$ cat src/rtl/core_run_pkg.sv
// core_run_pkg
//   Shared types and constants for the core run sequencer.
//   run_state_t : sequencer state encoding
//   RST_HOLD    : number of cycles the core is held in reset after the load
package core_run_pkg;

  typedef enum logic [2:0] {
    S_IDLE = 3'd0,
    S_LOAD = 3'd1,
    S_RST  = 3'd2,
    S_RUN  = 3'd3,
    S_RD   = 3'd4,
    S_OUT  = 3'd5
  } run_state_t;

  localparam int RST_HOLD = 2;

endpackage

$ cat src/rtl/tmo_counter.sv
// tmo_counter
//   Loadable up-counter with synchronous clear and a terminal-count flag.
//   Priority: clear > load > increment.
// Ports:
//   clk, reset     clock, asynchronous active-low reset
//   i_clr          synchronous clear to zero
//   i_ld/i_ld_val  synchronous load
//   i_inc          increment by one
//   i_tc_val       terminal-count compare value
//   o_cnt          current count
//   o_tc           1 when o_cnt == i_tc_val
module tmo_counter #(
  parameter int W = 8
) (
  input  logic         clk,
  input  logic         reset,
  input  logic         i_clr,
  input  logic         i_ld,
  input  logic [W-1:0] i_ld_val,
  input  logic         i_inc,
  input  logic [W-1:0] i_tc_val,
  output logic [W-1:0] o_cnt,
  output logic         o_tc
);

  logic [W-1:0] r_cnt;

  always_ff @(posedge clk or negedge reset) begin
    if (!reset) begin
      r_cnt <= '0;
    end else if (i_clr) begin
      r_cnt <= '0;
    end else if (i_ld) begin
      r_cnt <= i_ld_val;
    end else if (i_inc) begin
      r_cnt <= r_cnt + W'(1);
    end
  end

  assign o_cnt = r_cnt;
  assign o_tc  = (r_cnt == i_tc_val);

endmodule

$ cat src/rtl/core_run_ctrl.sv
// core_run_ctrl
//   Host-side run sequencer for the CPU core: loads operand bytes into data
//   memory with the core held in reset, releases the core, waits for done
//   under a cycle timeout, then streams a result window back to the host.
//
//   state | meaning
//   IDLE  | core in reset, waiting for go
//   LOAD  | accepting host bytes, writing data memory
//   RST   | core held in reset for RST_HOLD cycles after the load
//   RUN   | core released, owns data memory, timeout running
//   RD    | read address for the next result byte presented
//   OUT   | result byte offered to host until out_ready
//
// Ports:
//   clk, reset                         clock, async active-low reset
//   go                                 start pulse (IDLE only)
//   in_valid/in_data/in_ready          host load stream
//   out_valid/out_data/out_last/out_ready  host result stream
//   core_reset/core_req/core_done      core control
//   mem_own/mem_wr_en/mem_addr/mem_wdat/mem_rdat  data-memory port
//   busy, err                          status (err sticky until next go)
module core_run_ctrl
  import core_run_pkg::*;
#(
  parameter int AW        = 8,
  parameter int LOAD_BASE = 0,
  parameter int LOAD_LEN  = 64,
  parameter int RES_BASE  = 64,
  parameter int RES_LEN   = 16,
  parameter int TMO       = 4096
) (
  input  logic          clk,
  input  logic          reset,
  input  logic          go,
  input  logic          in_valid,
  input  logic [7:0]    in_data,
  output logic          in_ready,
  output logic          out_valid,
  output logic [7:0]    out_data,
  output logic          out_last,
  input  logic          out_ready,
  output logic          core_reset,
  output logic          core_req,
  input  logic          core_done,
  output logic          mem_own,
  output logic          mem_wr_en,
  output logic [AW-1:0] mem_addr,
  output logic [7:0]    mem_wdat,
  input  logic [7:0]    mem_rdat,
  output logic          busy,
  output logic          err
);

  // Beat counter must reach 2^AW - 1; timeout counter must hold TMO.
  localparam int CW = AW + 1;
  localparam int TW = $clog2(TMO + 1);

  run_state_t r_state, w_next;
  logic       r_done_q;
  logic       r_err;
  logic       r_fresh;
  logic [7:0] r_out_data;

  logic          w_beat_clr, w_beat_inc, w_beat_tc;
  logic [CW-1:0] w_beat_cnt, w_beat_tc_val;
  logic          w_tmo_clr, w_tmo_inc, w_tmo_tc;
  logic [TW-1:0] w_tmo_cnt;
  logic          w_set_err, w_clr_err;
  logic          w_beat_acc;
  logic          w_rst_done;
  logic [AW-1:0] w_addr_load, w_addr_res;

  assign w_beat_tc_val = (r_state == S_LOAD) ? CW'(LOAD_LEN - 1) : CW'(RES_LEN - 1);

  tmo_counter #(.W(CW)) u_beat_cnt (
    .clk      (clk),
    .reset    (reset),
    .i_clr    (w_beat_clr),
    .i_ld     (1'b0),
    .i_ld_val ('0),
    .i_inc    (w_beat_inc),
    .i_tc_val (w_beat_tc_val),
    .o_cnt    (w_beat_cnt),
    .o_tc     (w_beat_tc)
  );

  // Also times the RST hold, so RUN always starts from a cleared count.
  tmo_counter #(.W(TW)) u_tmo_cnt (
    .clk      (clk),
    .reset    (reset),
    .i_clr    (w_tmo_clr),
    .i_ld     (1'b0),
    .i_ld_val ('0),
    .i_inc    (w_tmo_inc),
    .i_tc_val (TW'(TMO - 1)),
    .o_cnt    (w_tmo_cnt),
    .o_tc     (w_tmo_tc)
  );

  assign w_rst_done  = (w_tmo_cnt == TW'(RST_HOLD - 1));
  assign w_beat_acc  = (r_state == S_LOAD) && in_valid;
  // Address arithmetic wraps modulo 2^AW via the final cast.
  assign w_addr_load = AW'(CW'(LOAD_BASE) + w_beat_cnt);
  assign w_addr_res  = AW'(CW'(RES_BASE) + w_beat_cnt);

  always_ff @(posedge clk or negedge reset) begin
    if (!reset) begin
      r_state    <= S_IDLE;
      r_done_q   <= 1'b0;
      r_err      <= 1'b0;
      r_fresh    <= 1'b0;
      r_out_data <= '0;
    end else begin
      r_state  <= w_next;
      r_done_q <= (r_state == S_RUN) && core_done;
      r_fresh  <= (r_state == S_RD);
      if (w_clr_err) begin
        r_err <= 1'b0;
      end else if (w_set_err) begin
        r_err <= 1'b1;
      end
      if ((r_state == S_OUT) && r_fresh) begin
        r_out_data <= mem_rdat;
      end
    end
  end

  always_comb begin
    w_next     = r_state;
    w_beat_clr = 1'b0;
    w_beat_inc = 1'b0;
    w_tmo_clr  = 1'b0;
    w_tmo_inc  = 1'b0;
    w_set_err  = 1'b0;
    w_clr_err  = 1'b0;
    unique case (r_state)
      S_IDLE: begin
        if (go) begin
          w_beat_clr = 1'b1;
          w_tmo_clr  = 1'b1;
          w_clr_err  = 1'b1;
          w_next     = S_LOAD;
        end
      end
      S_LOAD: begin
        if (w_beat_acc) begin
          w_beat_inc = 1'b1;
          if (w_beat_tc) begin
            w_beat_clr = 1'b1;
            w_next     = S_RST;
          end
        end
      end
      S_RST: begin
        w_tmo_inc = 1'b1;
        if (w_rst_done) begin
          w_tmo_clr = 1'b1;
          w_next    = S_RUN;
        end
      end
      S_RUN: begin
        w_tmo_inc = 1'b1;
        // done_q has priority over a timeout in the same cycle.
        if (r_done_q) begin
          w_tmo_clr = 1'b1;
          w_next    = S_RD;
        end else if (w_tmo_tc) begin
          w_set_err = 1'b1;
          w_next    = S_IDLE;
        end
      end
      S_RD: begin
        w_next = S_OUT;
      end
      S_OUT: begin
        if (out_ready) begin
          if (w_beat_tc) begin
            w_next = S_IDLE;
          end else begin
            w_beat_inc = 1'b1;
            w_next     = S_RD;
          end
        end
      end
      default: w_next = S_IDLE;
    endcase
  end

  always_comb begin
    mem_addr = '0;
    case (r_state)
      S_LOAD:      mem_addr = w_addr_load;
      S_RD, S_OUT: mem_addr = w_addr_res;
      default:     mem_addr = '0;
    endcase
  end

  assign in_ready   = (r_state == S_LOAD);
  assign mem_wr_en  = w_beat_acc;
  assign mem_wdat   = (r_state == S_LOAD) ? in_data : 8'h00;
  assign core_reset = (r_state != S_RUN);
  assign core_req   = (r_state == S_RUN);
  assign mem_own    = (r_state != S_RUN);
  assign out_valid  = (r_state == S_OUT);
  assign out_last   = (r_state == S_OUT) && w_beat_tc;
  // Read data arrives during the first OUT cycle; pass it through then and
  // hold the captured copy for as long as the host stalls.
  assign out_data   = ((r_state == S_OUT) && r_fresh) ? mem_rdat : r_out_data;
  assign busy       = (r_state != S_IDLE);
  assign err        = r_err;

endmodule

$ cat config.mk
export PLATFORM = sky130hd
export DESIGN_NAME = core_run_ctrl
export DESIGN_NICKNAME = d
export VERILOG_FILES = /design/src/rtl/core_run_pkg.sv /design/src/rtl/tmo_counter.sv /design/src/rtl/core_run_ctrl.sv
export SDC_FILE = /design/constraint.sdc
export NUM_CORES = 1
export LEC_CHECK = 0
export CORE_MARGIN = 2
export CORE_UTILIZATION = 25
export DETAILED_ROUTE_END_ITERATION = 10
export GPL_ROUTABILITY_DRIVEN = 1
export PLACE_DENSITY_LB_ADDON = 0.08
export SYNTH_ARGS = -nofsm -noshare
export SYNTH_HDL_FRONTEND = slang
export SYNTH_HIERARCHICAL = 1
export SYNTH_SLANG_ARGS = --single-unit
$ cat constraint.sdc
create_clock -name clk -period 3.65 [get_ports clk]
set_input_delay 0.73 -clock clk [delete_from_list [all_inputs] [get_ports clk]]
set_output_delay 0.73 -clock clk [all_outputs]
set_load 0.01 [all_outputs]
Word level (Yosys, flattened, before mapping)

Index checks and enable logic that the tools add are counted.

Add/sub/neg operators: 3
Eq/ne operators: 15
Muxes and demuxes: 35
Reductions and logical operators: 12

Operators by type and width:

| kind                    | count |
|---|---|
| $mux W13                | 2 |
| $mux W3                 | 8 |
| $mux W9                 | 2 |
| $pmux W3 S6             | 1 |
| $mux W8                 | 2 |
| $pmux W8 S2             | 1 |
| $mux W1                 | 15 |
| $add A13 B1 Y13 const B | 1 |
| $eq A13 B1 Y1 const B   | 1 |
| $eq A13 B12 Y1 const B  | 1 |
| $add A9 B1 Y9 const B   | 1 |
| $eq A9 B6 Y1            | 1 |
| $add A7 B8 Y8 const A   | 1 |
| $eq A3 B2 Y1 const B    | 2 |
| $eq A3 B3 Y1 const B    | 2 |
| $mux W6                 | 1 |
| $ne A2 B1 Y1 const B    | 3 |
| $reduce_and A6 Y1       | 1 |
| $reduce_bool A2 Y1      | 3 |
| $logic_and A1 B1 Y1     | 4 |
| $ne A2 B2 Y1 const B    | 2 |
| $pmux W1 S2             | 2 |
| $reduce_or A2 Y1        | 2 |
| $eq A3 B1 Y1 const B    | 1 |
| other kinds (5)         | 5 |

Register bits: 36
Bits of input ports: 22
Output and inout port bits: 33
Word-level logic and storage cells: 72

Longest topological paths before layout

Word-level depth: 8
Depth in mapped cells: 11
Mapped depth without buffers: 10

Hierarchy

The synthesis kept the hierarchy.

By module, submodules not included:

| module                   | instances | cells each | area an instance (sq um) | sequential area each (sq um) |
|---|---|---|---|---|
| tmo_counter (u_tmo_cnt)  | 1         | 107        | 942.2                    | 325.3 |
| core_run_ctrl            | 1         | 102        | 927.1                    | 350.3 |
| tmo_counter (u_beat_cnt) | 1         | 67         | 610.6                    | 225.2 |

Least setup slack after synthesis

OpenSTA, ideal clock, no wires.

Kind: reg-to-reg
From: register r_state[1]
To: register u_beat_cnt.r_cnt[5] (netlist: u_beat_cnt/o_cnt[5])
Setup time: 0.125 ns
Data arrival time: 2.736 ns
Required time: 3.525 ns
Path slack: 0.789 ns
Cell stages (with the launch flop): 12
Buffers on the path: 2
Period minus slack after synthesis: 2.861 ns
Cell sequence: dfrtp_1 > buf_2 > nor3_2 > xnor2_1 > nand3_1 > nor4_1 > inv_1 > a31o_1 > buf_2 > and3_1 > and4_1 > a2111oi_0

Cells in the longest elaborated chain, start to end: 7
Elaborated cells between the ends (all ways): 15
Those cells by class: eq/ne: 3; mux: 9; reduce/logical: 3

RTL lines:

| item                                | line                 | text |
|---|---|---|
| from (decl)                         | core_run_ctrl.sv:58  | `run_state_t r_state, w_next;` |
| from (signal assigned)              | core_run_ctrl.sv:114 | `r_state <= w_next;` |
| $eq A3 B1 Y1                        | --                   |  |
| via in_ready                        | core_run_ctrl.sv:37  | `output logic in_ready,` |
| $mux W6                             | core_run_ctrl.sv:73  | `assign w_beat_tc_val = (r_state == S_LOAD) ? CW'(LOAD_LEN - 1) : CW'(RES_LEN - 1);` |
| $eq A9 B6 Y1                        | tmo_counter.sv:41    | `assign o_tc = (r_cnt == i_tc_val);` |
| via w_beat_tc                       | core_run_ctrl.sv:64  | `logic w_beat_clr, w_beat_inc, w_beat_tc;` |
| $mux W1                             | core_run_ctrl.sv:177 | `if (w_beat_tc) begin` |
| $mux W1                             | core_run_ctrl.sv:176 | `if (out_ready) begin` |
| $pmux W1 S2                         | core_run_ctrl.sv:136 | `unique case (r_state)` |
| via w_beat_inc                      | core_run_ctrl.sv:64  |  |
| $reduce_bool A2 Y1 (no source line) | --                   |  |
| to (signal assigned)                | tmo_counter.sv:34    | `r_cnt <= i_ld_val;` |
| to (signal assigned)                | tmo_counter.sv:36    | `r_cnt <= r_cnt + W'(1);` |
| to (decl)                           | tmo_counter.sv:26    | `logic [W-1:0] r_cnt;` |

The timed path passes the listed nets, and every way through them passes these cells.
A chain may end at the register's enable or synchronous reset.

Final worst setup path

From: register r_state[0]
To: output out_last

Cells in the longest elaborated chain, start to end: 4
Elaborated cells between the ends (all ways): 5
Those cells by class: eq/ne: 3; mux: 1; reduce/logical: 1

RTL lines:

| item                | line                 | text |
|---|---|---|
| $eq A3 B1 Y1        | core_run_ctrl.sv:73  |  |
| $mux W6             | core_run_ctrl.sv:73  |  |
| $eq A9 B6 Y1        | tmo_counter.sv:41    |  |
| via w_beat_tc       | core_run_ctrl.sv:64  |  |
| $logic_and A1 B1 Y1 | core_run_ctrl.sv:205 | `assign out_last = (r_state == S_OUT) && w_beat_tc;` |
| to (decl)           | core_run_ctrl.sv:40  | `output logic out_last,` |

The timed path passes the listed nets, and every way through them passes these cells.

==> results.toml <==
[status]
status = "finished, final reports clean"

[synthesis]
synth-seq-area-share_pct = 36.3
async_flop_share_pct = 100
ys_ff_latch = 36
postSynthAreaPerCell_um2 = 8.99
synth_cells = 276
synthFlopType = "dfrtp_1"
synthDistinctLibCells = 49
syn_area_mm2 = 0.00248
synth_edf_count = 0
yosysWarnings = 6

[worst_setup_path]
crit_slowest_cell = "clkdlybuf4s50_1"
worst_path_largest_cell_delay_ps = 550
critPathKind = "register to output pin"
crit_chain = "inv_2 -> nor3_2 -> xnor2_1 -> nand3_1 -> nor4_1 -> buf_4 -> inv_1 -> nor2_1 -> clkdlybuf4s50_1"
critPathLaunchType = "register"
crit_fanout = 13
crit_path_end_kind = "output pin"
arrival_ps = 2510
required_ps = 2920

[final_layout]
postLayoutCellArea_mm2 = 0.00348
syn_to_final_growth_pct = 40.5
final_cells = 517
final_cell_mix = "clkdlybuf4s50_1 (53), conb_1 (53), dfrtp_1 (35)"
drive_gt1_share_pct = 9.64
n_antenna_cell = 0
layout.nets = 407

[global_routing]
groute.usage.overall_pct = 12.5
antenna_found_initial = 0
grt_pass1_wl_um = 11100
grt_max_degree = 37
grt_overflow_total = 0
grt_pass1_vias = 2168

[sta]
drv_slew = 0
fmax_mhz = 309
worst_pin_slew_ps = 871
rsz0062_at_grt = "false"
maxSlewHeadroom_pct = 42.0
fin_crit_sh_pct = 88.8
finClkSkew_ps = 7.58
min_period_ps = 3240
finalSetupViolCount = 0
hold_viol = 0
finalSetupTns_ps = 0
worst_slack_ps = 410

[cts]
clk_latency_ps = 280
root_buffer = "clkbuf_8"
clkTransAtPathRegs_ps = 70
cts.sinks = 36
cts_made_buffers = 5
ctsHoldBuffers = 0
clk_path_buf_depth = 2
cts_tree = "done"
htreeDepth = 2
cts_setup_buffers = 0

[pwr]
irDropWorstVdd_mv = 0.177
p_leak_nw = 1.43
power.density_mw_per_mm2 = 615
total_power_mw = 2.14

[floorplanning]
die_h_um = 104
io-pin-count = 55
initial_core_util_pct = 25.6
dieArea_mm2 = 0.0107
placementRows = 36
core_mm2 = 0.00968
dieWidth_um = 104

[place]
placed_cells = 509
pre_cts_ws_ps = 581
place_area_mm2 = 0.00337
gp_congestion = 0.757
portBuffers = 54
dp_hpwl_um = 4660

[detailed_routing]
drtIter0Drc = 76
drtAntennaViolNets = 0
viasPerCell = 4.14
drt_wl_total_um = 6370
num_vias = 2142
drc = 0
dr.pass1.iters = 4
wire_per_inst_um = 12.3

[job]
cap_violations = 0

[min_path]
min_path_type = "register to register"
==> worst max-delay path, delay by kind of cell, from the launching register on <==
kind          cells  cell delay, ps
buf+inv           4             870
simple gates      4             730
flops             1             490
xor+xnor          1             160
==> report_power, final <==
part           total, mW  switching [mW]  internal, mW  leakage (nW)
clock network      0.356           0.153         0.203        0.0552
logic               1.08           0.470         0.613         0.945
registers          0.704           0.178         0.527         0.430
total               2.14           0.800          1.34          1.43
==> per-layer routing <==
| layer | up-vias | track usage [%] | part of all wire (%) |
|---|---|---|---|
| li1 | 1127 | - | - |
| met1 | 980 | 17.8 | 51 |
| met2 | 33 | 19.8 | 45 |
| met3 | 2 | 2.08 | 2.9 |
| met4 | 0 | 3.47 | 0.80 |
| met5 | - | 0 | 0 |
==> sequential cells by signal (all words and copies together) (netlist names) <==
name / count
u_beat_cnt/o_cnt: 9
err: 1
r_state: 3
r_out_data: 8
r_done_q: 1
u_tmo_cnt/o_cnt: 13
r_fresh: 1
==> synthesized netlist by cell type (2+ instances only) <==
master    instances  share of area (%)
dfrtp_1          36                 36
nor2_1           25                3.8
nand3_1           3               0.61
a211oi_1          5                1.5
nor2b_1           4                1.0
nand2_1          14                2.1
ha_1              2                1.0
clkbuf_1          5               0.76
mux2i_1           3                1.2
xor2_1           18                6.4
or3_1             6                1.5
mux2_4            8                4.8
nand4_1          13                3.3
o21a_1            7                2.1
o21ai_0           6                1.2
a21oi_1          19                3.8
a311oi_1          3                1.1
nor4_1            6                1.5
conb_1            2               0.30
inv_1            13                2.0
and2_1           17                4.3
buf_2             5                1.0
buf_1             2               0.30
and3_1            4                1.0
nor3_1            8                1.6
xnor2_1          19                6.7
==> through the flow <==
step	hold WS, ps	utilization [%]
CTS	498	36.0
detailed placement	479	34.8
global route	508	36.0
floorplan	434	-
global placement	473	34.8
finish	493	36.0
==> logic make-up after synthesis <==
kind of cell | Yosys count | share of synthesized area, %
muxes | 12 | 6.51
and+or+nand+nor | 110 | 25.4
DFF | 36 | 36.3
adders and majority gates | 2 | 1.01
xor gates and xnor gates | 37 | 13.1
AOI/OAI and AO/OA | 49 | 12.7
buffers and inverters | 28 | 4.69
other | 2 | 0.303
==> layout make-up <==
class / instances / area, µm²
inverters: 15 / 57.6
well taps: 133 / 166
fillers: 1005 / 6200
clock inverters: 2 / 35.0
clock buffers: 6 / 72.6
flip-flops and latches: 36 / 902
repair buffers: 62 / 596
multi-input cells: 263 / 1650
==> repair_timing <==
action / in CTS / in global routing
gates resized for setup: 0 / 1
endpoints found under the setup margin: 0 / 1
endpoints found under the hold margin: 0 / 0
==> path summary, 6_finish.rpt <==
check,from,slack [ps],cells past startpoint,endpoint
worst min-delay path,r_out_data[6]$_DFF_PN0_,490,1,r_out_data[6]$_DFF_PN0_
max in group asynchronous,reset,2490,1,r_state[0]$_DFFE_PN0P_
worst max-delay path,r_state[0]$_DFFE_PN0P_,410,9,out_last
worst min register to register,r_out_data[6]$_DFF_PN0_,490,1,r_out_data[6]$_DFF_PN0_
worst max register to register,r_state[0]$_DFFE_PN0P_,840,11,u_beat_cnt/o_cnt[5]$_DFFE_PN0P_
min in group asynchronous,reset,560,1,u_tmo_cnt/o_cnt[3]$_DFFE_PN0P_
Note: power is estimated with default switching activity, not from simulation.
